### src/rtl/interp_fir_stream.sv
// Streaming 8-tap fractional-phase interpolation FIR with valid/ready handshake.
// A sliding window of the current line feeds a two-stage arithmetic pipeline
// (partial sums, then round/shift/saturate into the output register).
// Ports:
//   clk, rst_n           clock, asynchronous active-low reset
//   in_valid/in_ready    input handshake (in_ready = !stall, combinational)
//   in_data              signed sample, DATA_WIDTH+2 bits
//   in_first/in_last     line delimiters; in_frac phase latched with in_first
//   out_valid/out_ready  output handshake
//   out_data/out_last    filtered sample and end-of-line marker
//   err_short            sticky flag: a line ended with fewer than 8 samples
module interp_fir_stream #(
  parameter int DATA_WIDTH = 8,
  parameter int OUT_W      = DATA_WIDTH + 2,
  parameter int SHIFT      = 6
) (
  input  logic                          clk,
  input  logic                          rst_n,
  input  logic                          in_valid,
  output logic                          in_ready,
  input  logic signed [DATA_WIDTH+1:0]  in_data,
  input  logic                          in_first,
  input  logic                          in_last,
  input  logic [1:0]                    in_frac,
  output logic                          out_valid,
  input  logic                          out_ready,
  output logic signed [OUT_W-1:0]       out_data,
  output logic                          out_last,
  output logic                          err_short
);

  localparam int unsigned IW    = DATA_WIDTH + 2;
  localparam int unsigned ACC_W = IW + 8;
  localparam int unsigned NTAP  = 8;

  localparam logic signed [ACC_W-1:0] RND    = ACC_W'(1) <<< (SHIFT - 1);
  localparam logic signed [ACC_W-1:0] SAT_HI = ACC_W'((2 ** (OUT_W - 1)) - 1);
  localparam logic signed [ACC_W-1:0] SAT_LO = ~SAT_HI;

  // Tap sets indexed by window position w0..w7; unused taps are zero.
  localparam logic signed [7:0] C_Q [NTAP] = '{-8'sd1, 8'sd4, -8'sd10, 8'sd58,
                                               8'sd17, -8'sd5, 8'sd1, 8'sd0};
  localparam logic signed [7:0] C_H [NTAP] = '{-8'sd1, 8'sd4, -8'sd11, 8'sd40,
                                               8'sd40, -8'sd11, 8'sd4, -8'sd1};
  localparam logic signed [7:0] C_T [NTAP] = '{8'sd0, 8'sd1, -8'sd5, 8'sd17,
                                               8'sd58, -8'sd10, 8'sd4, -8'sd1};

  function automatic logic signed [7:0] coef(input logic [1:0] ph, input logic [2:0] idx);
    case (ph)
      2'd1:    coef = C_Q[idx];
      2'd2:    coef = C_H[idx];
      2'd3:    coef = C_T[idx];
      default: coef = 8'sd0;
    endcase
  endfunction

  logic signed [IW-1:0]    win_q [NTAP];
  logic signed [IW-1:0]    win_d [NTAP];
  logic [3:0]              fill_q, fill_d;
  logic [1:0]              phase_q, phase_d;
  logic                    wv_q, wv_d, wl_q, wl_d;
  logic signed [ACC_W-1:0] lo_q, lo_d, hi_q, hi_d;
  logic                    s1v_q, s1v_d, s1l_q, s1l_d;
  logic signed [OUT_W-1:0] out_data_q, out_data_d;
  logic                    out_valid_q, out_valid_d, out_last_q, out_last_d;
  logic                    err_q, err_d;

  logic                    stall;
  logic                    start;
  logic [3:0]              fill_nx;
  logic signed [ACC_W-1:0] lo_c, hi_c, sum_c, shr_c;
  logic signed [OUT_W-1:0] sat_c;

  // Partial sums of the lower (w0..w3) and upper (w4..w7) window halves.
  always_comb begin
    lo_c = '0;
    hi_c = '0;
    if (phase_q == 2'd0) begin
      lo_c = ACC_W'(win_q[3]) <<< SHIFT;
    end else begin
      for (int i = 0; i < 8; i++) begin
        if (i < 4) lo_c = lo_c + ACC_W'(win_q[3'(i)]) * ACC_W'(coef(phase_q, 3'(i)));
        else       hi_c = hi_c + ACC_W'(win_q[3'(i)]) * ACC_W'(coef(phase_q, 3'(i)));
      end
    end
  end

  // Round to nearest (half up), arithmetic shift, clamp to the output range.
  always_comb begin
    sum_c = lo_q + hi_q + RND;
    shr_c = sum_c >>> SHIFT;
    if (shr_c > SAT_HI)      sat_c = {1'b0, {(OUT_W-1){1'b1}}};
    else if (shr_c < SAT_LO) sat_c = {1'b1, {(OUT_W-1){1'b0}}};
    else                     sat_c = OUT_W'(shr_c);
  end

  assign stall    = out_valid_q && !out_ready;
  assign in_ready = !stall;

  // Next-state: everything freezes while the output is stalled.
  always_comb begin
    win_d       = win_q;
    fill_d      = fill_q;
    phase_d     = phase_q;
    wv_d        = wv_q;
    wl_d        = wl_q;
    lo_d        = lo_q;
    hi_d        = hi_q;
    s1v_d       = s1v_q;
    s1l_d       = s1l_q;
    out_data_d  = out_data_q;
    out_valid_d = out_valid_q;
    out_last_d  = out_last_q;
    err_d       = err_q;
    start       = 1'b0;
    fill_nx     = fill_q;

    if (!stall) begin
      wv_d = 1'b0;
      wl_d = 1'b0;
      if (in_valid) begin
        // A line starts on in_first or on the first sample after in_last.
        start   = in_first || (fill_q == 4'd0);
        fill_nx = start ? 4'd1 : ((fill_q == 4'd8) ? 4'd8 : fill_q + 4'd1);
        for (int i = 0; i < 7; i++) win_d[i] = start ? '0 : win_q[i+1];
        win_d[7] = in_data;
        if (in_first) phase_d = in_frac;
        wv_d = (fill_nx == 4'd8);
        wl_d = in_last && (fill_nx == 4'd8);
        if (in_last) begin
          if (fill_nx != 4'd8) err_d = 1'b1;
          fill_d = 4'd0;
        end else begin
          fill_d = fill_nx;
        end
      end

      s1v_d = wv_q;
      s1l_d = wl_q;
      lo_d  = lo_c;
      hi_d  = hi_c;

      out_valid_d = s1v_q;
      out_last_d  = s1l_q;
      if (s1v_q) out_data_d = sat_c;
    end
  end

  always_ff @(posedge clk or negedge rst_n) begin
    if (!rst_n) begin
      for (int i = 0; i < 8; i++) win_q[i] <= '0;
      fill_q      <= '0;
      phase_q     <= '0;
      wv_q        <= 1'b0;
      wl_q        <= 1'b0;
      lo_q        <= '0;
      hi_q        <= '0;
      s1v_q       <= 1'b0;
      s1l_q       <= 1'b0;
      out_data_q  <= '0;
      out_valid_q <= 1'b0;
      out_last_q  <= 1'b0;
      err_q       <= 1'b0;
    end else begin
      win_q       <= win_d;
      fill_q      <= fill_d;
      phase_q     <= phase_d;
      wv_q        <= wv_d;
      wl_q        <= wl_d;
      lo_q        <= lo_d;
      hi_q        <= hi_d;
      s1v_q       <= s1v_d;
      s1l_q       <= s1l_d;
      out_data_q  <= out_data_d;
      out_valid_q <= out_valid_d;
      out_last_q  <= out_last_d;
      err_q       <= err_d;
    end
  end

  assign out_data  = out_data_q;
  assign out_valid = out_valid_q;
  assign out_last  = out_last_q;
  assign err_short = err_q;

endmodule

### config.mk
export PLATFORM = sky130hd
export DESIGN_NAME = interp_fir_stream
export DESIGN_NICKNAME = d
export VERILOG_FILES = /design/src/rtl/interp_fir_stream.sv
export SDC_FILE = /design/constraint.sdc
export NUM_CORES = 1
export LEC_CHECK = 0
export CORE_UTILIZATION = 55
export CTS_CLUSTER_DIAMETER = 100
export DETAILED_ROUTE_END_ITERATION = 8
export GPL_TIMING_DRIVEN = 0
export PLACE_DENSITY = 0.72
export SLEW_MARGIN = 10
export SYNTH_ARGS = -nofsm -noshare
export SYNTH_HDL_FRONTEND = slang
export SYNTH_SLANG_ARGS = --single-unit
### constraint.sdc
create_clock -name clk -period 18.1 [get_ports clk]
set_input_delay 2.715 -clock clk [delete_from_list [all_inputs] [get_ports clk]]
set_output_delay 2.715 -clock clk [all_outputs]
set_load 0.01 [all_outputs]
==> results of run 1 <==
[Yosys cell counts, types with 3 or more instances]
master    instances  area [um^2]
nand3_1          10         50.1
ha_1            192         2400
and2_1           76          475
dfrtp_1         116         2900
clkbuf_1         41          154
or2_2            10         62.6
nand4_1           3         18.8
nand2_1          71          267
a22o_1           71          622
inv_1           341         1280
a21o_1           11         82.6
nor2b_1           5         31.3
a21oi_1          52          260
and3_1            3         18.8
fa_1            191         3820
nor2_1           60          225
o21ai_0          16         80.1
xnor2_1          50          438
mux2_2           16          180
xor2_1           37          324
or3_1             3         18.8
nor3_1           15         75.1
o211ai_1         13         97.6
o21bai_1         12         90.1
o21a_1           20          150
nand2b_1         20          125
a31oi_1           3         18.8
xnor3_1           3         67.6
o41ai_1           4         35.0
[per-layer routing]
| layer | share of wire (%) | global-route usage (%) |
|---|---|---|
| met2 | 45 | 40.0 |
| met5 | 0 | 0 |
| met3 | 4.6 | 3.15 |
| met4 | 2.1 | 7.34 |
| met1 | 48 | 37.3 |
[cell type report]
cell class,count,area share [%]
clock inverter,14,1.25
multi-input combinational,997,64.3
tap,335,2.61
timing repair buffer,33,2.16
inverter,341,7.97
clock buffer,17,2.65
buffer,43,1.01
sequential,116,18.1
[power groups by stage]
stage / Sequential, mW / Combinational (mW) / Clock [mW]
floorplan: 0.299 / 0.804 / 0
global placement: 0.304 / 0.963 / 0
detailed placement: 0.304 / 0.993 / 0
CTS: 0.300 / 1.00 / 0.371
global route: 0.304 / 1.14 / 0.382
finish: 0.301 / 0.992 / 0.366
[worst max path at each step]
stage / slack (ns) / to / startpoint
after detailed placement: 0.92 / lo_q[17]$_DFFE_PN0N_ / phase_q[1]$_DFFE_PN0P_
final: 0.89 / lo_q[17]$_DFFE_PN0N_ / phase_q[1]$_DFFE_PN0P_
after global placement: 1.02 / lo_q[17]$_DFFE_PN0N_ / phase_q[1]$_DFFE_PN0P_
after CTS: 0.87 / lo_q[17]$_DFFE_PN0N_ / phase_q[1]$_DFFE_PN0P_
after global routing: 0.05 / lo_q[17]$_DFFE_PN0N_ / phase_q[1]$_DFFE_PN0P_
after floorplan: 3.34 / lo_q[17]$_DFFE_PN0N_ / phase_q[1]$_DFFE_PN0P_
[flip-flops by register name (all words and copies together), names as in the netlist, 2 cells and up]
signal,count
win_q,80
lo_q,13
out_data,10
fill_q,4
phase_q,2
[logic make-up (layout without fill, tap and decap cells)]
logic type      Yosys count  in the layout
other cells               1              1
fa+ha+maj               384            384
xor+xnor                 90             90
buf+inv                 384            448
flops                   116            116
simple gates            281            281
mux                      18             18
compound gates          223            223
[metrics by stage]
step / setup slack [ns] / total power, mW
floorplan: 3.34 / 1.10
global placement: 1.02 / 1.27
detailed placement: 0.920 / 1.30
CTS: 0.874 / 1.67
global route: 0.0507 / 1.83
finish: 0.892 / 1.66
[worst reg2reg max path, delay by kind of cell, from the launching register on]
| family | cells | cell delay, ns |
|---|---|---|
| adder cells (fa/ha/maj) | 22 | 9.73 |
| buffers and inverters | 16 | 2.46 |
| AO/OA/AOI/OAI | 12 | 2.35 |
| XOR/XNOR | 4 | 1.13 |
| AND/OR/NAND/NOR | 2 | 0.65 |
| flip-flops | 1 | 0.54 |
| multiplexers | 1 | 0.26 |
==> reports/metrics.cfg, run 1 <==
[drt]
drc=0
vias=10200
viasPerCell=5.35
drtIter0Drc=532
wl_per_cell_um=16.2
ant_nets=0
drt_first_pass_iters=5
routed_wl_um=30800

[worst_setup_path]
crit_arrival_ns=17.52
rrSetupSlack_ns=0.89
cpMaxStageDelayCell=clkbuf_1
path_delay_family=adder cells
worst-setup-path-type=reg2reg
worstRegToRegCells=57
cp_data_required_time_ns=18.41
crit_path_end_kind=flip-flop
r2r_start=phase_q[1]$_DFFE_PN0P_
cp_common_cell=fa_1
critical_path_depth=57
slowest_delay_ns=0.56
cp_num_buf_inv=16
r2r_end=lo_q[17]$_DFFE_PN0N_
start_kind=flip-flop
critPathMaxFanout=10

[floorplan]
die_h_um=165
std_cell_rows=59
ios=32
die_width_um=165
initial_core_util_pct=56.1
coreArea_um2=26100
die_area_um2=27300

[min_path]
worstHoldPathType=reg2reg
hold_end=out_valid$_DFFE_PN0N_
hp-start=s1v_q$_DFFE_PN0N_
whs_path_depth=1

[global_routing]
grt_first_pass_wirelength_um=53600
grt_max_degree=75
antenna_found_initial=0
grt_usage_pct=25.6
grt_pass1_vias=10700
grt-ovfl-total=0

[sta]
drv_slew=0
hold_violations=0
skew_ns=0.00820
finalCritPeriodShare_pct=95.1
timing.hold.ws_ns=0.475
fin_crit_ns=17.21
tightest_slew_ns=0.750
setup_viol=0
slew_headroom_pct=50.0
rsz0062_at_grt=no
final.setup.tns_ns=0
max_clock_freq_mhz=58.1

[logic_synthesis]
synth_compound_area_share_pct=11.1
synthMuxAreaShare_pct=1.40
synth_simple_gate_area_share_pct=9.61
synth-edff-count=0
ys_seq_area_share_pct=19.8
synth_xor_area_share_pct=5.66
yosysWarnings=0
ys_ff_latch=116
synth_top_family_by_area=adder cells
syn-num-nets=1898
netlist-cell-type-count=54
netlist_instances=1497
postSynthAreaPerCell_um2=9.79
synthFlopType=dfrtp_1
synth_area_um2=14700
synthAdderAreaFrac_pct=42.5
synthArstFlopShare_pct=100

[cells_and_area]
fin_util_pct=61.5
final_cell_mix=inv_1, ha_1, fa_1
final_common_cell=inv_1
fill_cells=2163
drive_gt1_share_pct=4.36
num_antenna_cells=0
syn_to_final_growth_pct=9.52
finalNonFillerCells=1896
register_area_um2=2900
design_area_um2=16100
multiInputGateArea_um2=10300
final_nets=1950

[placed_design]
place_inst=1865
dpl_cell_area_um2=15400
io_buffer_count=31
dpl.hpwl_um=24900
gp_congestion=0.845

[clock_tree]
clockBufferDepth=2
cts_resized=0
path_clk_slew_ns=0.06
cts_setup_buffers=0
cts_buffers=17
cts_root_buf=clkbuf_16
tritoncts=built
clock-sinks=116
hold_buffers=0
htreeDepth=4
clock_latency_ns=0.42

[power_and_ir_drop]
p_int_uw=950
swShare_pct=42.7
leakage_nw=8.43
powerDensity_nw_per_um2=103
clock_power_share_pct=22.1
ir_drop_mv=0.0944
pwr-share-comb_pct=59.8
power_frac_seq_pct=18.1
p_sw_uw=709

[outcome]
status=completed

[job]
cap_violations=0

Note: power is estimated with default switching activity, not from simulation.
==> run 2: changes to the inputs <==
--- a/config.mk
+++ b/config.mk
@@ -10,6 +10,7 @@
 export DETAILED_ROUTE_END_ITERATION = 8
 export GPL_TIMING_DRIVEN = 0
 export PLACE_DENSITY = 0.72
+export SKIP_CTS_REPAIR_TIMING = 1
 export SLEW_MARGIN = 10
 export SYNTH_ARGS = -nofsm -noshare
 export SYNTH_HDL_FRONTEND = slang
==> results of run 2 <==
No change in the layout: final DEF, timing and power equal those of run 1.
==> RTL edit: new RTL, flow settings as in run 1 <==
Reset style: synchronous (`rst_n`), changed in one clocked block. Comments in the files are not updated.
--- a/src/rtl/interp_fir_stream.sv
+++ b/src/rtl/interp_fir_stream.sv
@@ -148,3 +148,3 @@
 
-  always_ff @(posedge clk or negedge rst_n) begin
+  always_ff @(posedge clk) begin
     if (!rst_n) begin
Behaviour: differs if rst_n is asserted again (counterexample within 4 cycles, from zero or initial values and one cycle with rst_n low); with rst_n held inactive, the same outputs for 10 cycles.
==> RTL edit against run 1 <==
- routed wire length is 0.52% higher
- synthesized cell count is 9.1% higher
- non-clock buffer count is 13 higher
- sequential cell count stayed put
- die area is 0.13% lower
- setup slack better by 0.82 ns
- cell area is 0.49% lower
- final cell count is 7.1% higher
- synthesized area is 0.14% lower
- hold slack worse by 0.0092 ns
- sequential share of layout area is 3.5 points lower
- core utilization is 0.13 points lower
Power is not compared: it rests on default switching activity, and its combinational part moved more than twofold at a synthesized area within 25%.
==> RTL edit: results (changes against run 1) <==
| Metric | Value |
|---|---|
| Worst path arrival time | `16.68 ns (was 17.52 ns)` |
| DP HPWL | `25700 µm (was 24900 µm)` |
| Hold Worst Slack | `0.466 ns (was 0.475 ns)` |
| Yosys warns | `0 (unchanged)` |
| Peak supply drop | `98.9 µV` |
| Reg2reg setup slack | `1.71 ns (was 0.89 ns)` |
| Worst flop-to-flop path startpoint | `phase_q[1] (unchanged)` |
| Post-route minimum period | `16.39 ns (was 17.21 ns)` |
| CP max stage cell | `fa_1 (was clkbuf_1)` |
| 1st-iter DRT viols | `555 (was 532)` |
| Layout Skew | `0.00893 ns (was 0.00820 ns)` |
| Top cells by area, synth | `fa_1, ha_1, dfxtp_1 (was fa_1, dfrtp_1, ha_1)` |
| Worst slack at placement | `1.62 ns (was 0.920 ns)` |
| Number of CTS-inserted buffers | `17 (unchanged)` |
| Lkg Pwr | `7.71 nW` |
| Vias in the first global route | `10.8k (was 10.7k)` |
| Port bufs | `30 (was 31)` |
| Post-Syn Nets | `2034 (was 1898)` |
| Slowest cell delay on critical path | `0.56 ns (about the same)` |
| Max reg flops | `80 (unchanged)` |
| Worst slew pin tran | `0.730 ns (was 0.750 ns)` |
| Sw Ratio | `0.296` |
| CTS root buf | `clkbuf_16 (unchanged)` |
| Seq/Total Area, Yosys | `0.159 (was 0.198)` |
| Share of layout cells above drive strength 1 | `0.0313 (was 0.0436)` |
| Main synth FF type | `dfxtp_1 (was dfrtp_1)` |
| Resized Gates After CTS | `0 (unchanged)` |
| Reg2Reg Depth | `62 (was 57)` |
| WL/cell | `15.2 µm (was 16.2 µm)` |
| First-pass GRT wire length | `52300 µm (was 53600 µm)` |
| Vias per cell | `5.25 (was 5.35)` |
| Later-pin clock latency in the skew report | `a little over 0.4 ns` |
| Most flops, register | `win_q (unchanged)` |
| Fraction of registers with async set or reset after synthesis | `0 (was 1.00)` |
| Worst-path clk slew | `0.06 ns (about the same)` |
| TritonRoute pass-1 iters | `5 (unchanged)` |
| Hold path startpoint | `win_q[3] (was s1v_q)` |
| Commonest cells in the synthesized netlist | `inv_1, ha_1, fa_1, dfxtp_1, nand2_1 (was inv_1, ha_1, fa_1, dfrtp_1, and2_1)` |
| # diodes | `0 (unchanged)` |
| Largest net degree at the start of global routing | `17 (was 75)` |
| GRT Total Usage | `0.244 (was 0.256)` |
| Yosys cell types | `58 (was 54)` |
| Status | `finished, final reports clean (unchanged)` |
| Layout filler cell count | `2271 (was 2163)` |
| Clock tree buffer depth | `2 (unchanged)` |
| Layout Nets | `2083 (was 1950)` |
| RD Place Congestion | `0.863 (was 0.845)` |
| Initial antenna violation count | `0 (unchanged)` |
| Reg2reg end | `lo_q[17] (unchanged)` |
| Worst Setup Path Type | `flip-flop to flip-flop (unchanged)` |
==> RTL edit: changes by cell type after synthesis, moves of 9 or more <==
| cell | change |
|---|---|
| a21boi_0 | +16 |
| o211ai_1 | -9 |
| a22o_1 | -71 |
| o21ai_1 | +13 |
| dfrtp_1 | -116 |
| nor2b_1 | +79 |
| a22oi_1 | +71 |
| mux2_2 | -16 |
| o211a_1 | +13 |
| clkbuf_1 | +16 |
| dfxtp_1 | +116 |
| o21a_1 | -11 |
| nand2_1 | +34 |
==> RTL edit: critical path, delay by kind of cell, from the launching register on <==
kind,cells,cell delay [ns]
compound gates,9,1.71
xor+xnor,12,2.42
fa+ha+maj,21,8.38
buf+inv,14,2.11
flops,1,0.54
simple gates,6,1.08
==> RTL edit: routing by layer <==
layer,track usage,vias to the layer above,part of all wire
met3,0.0250,27,0.028
met4,0.0580,0,0.013
met1,0.329,5196,0.47
met5,0,-,0
li1,-,5263,-
met2,0.418,174,0.49
==> RTL edit: power by group through the flow <==
| stage | sequential, W | combinational (W) | clock [W] |
|---|---|---|---|
| final | 0.000261 | 0.000168 | 0.000350 |
| after detailed placement | 0.000266 | 0.000166 | 0 |
| after global routing | 0.000261 | 0.000194 | 0.000366 |
| after global placement | 0.000266 | 0.000165 | 0 |
| after floorplan | 0.000266 | 0.000125 | 0 |
| after CTS | 0.000261 | 0.000171 | 0.000356 |
==> RTL edit: final cells by class <==
cell class | count | area (µm²) | share of cell area
Buffer | 59 | 221 | 0.0139
Clock buffer | 17 | 425 | 0.0266
Clock inverter | 15 | 193 | 0.0121
Inverter | 335 | 1260 | 0.0787
Multi-Input combinational cell | 1123 | 10800 | 0.678
Sequential cell | 116 | 2320 | 0.145
Tap cell | 335 | 419 | 0.0262
Timing Repair Buffer | 30 | 300 | 0.0188
==> RTL edit: worst min path at each step <==
| stage | end | cells after the start |
|---|---|---|
| finish | win_q[3] | 2 |
| global route | win_q[7] | 2 |
| CTS | s1l_q | 2 |
| detailed placement | err_short | 1 |
| global placement | win_q[6] | 2 |
| floorplan | s1l_q | 2 |
==> RTL edit: stage by stage <==
stage                     instances   util
after floorplan                1633      -
after global placement         1998  0.590
after detailed placement       1998  0.590
after CTS                      2030  0.613
after global routing           2030  0.613
final                          2030  0.613
==> RTL edit: logic make-up after synthesis <==
group | share of synthesized area
xor+xnor | 0.0548
buf+inv | 0.101
mux | 0.000684
fa+ha+maj | 0.425
flops | 0.159
compound gates | 0.117
simple gates | 0.143
other cells | 0.000256
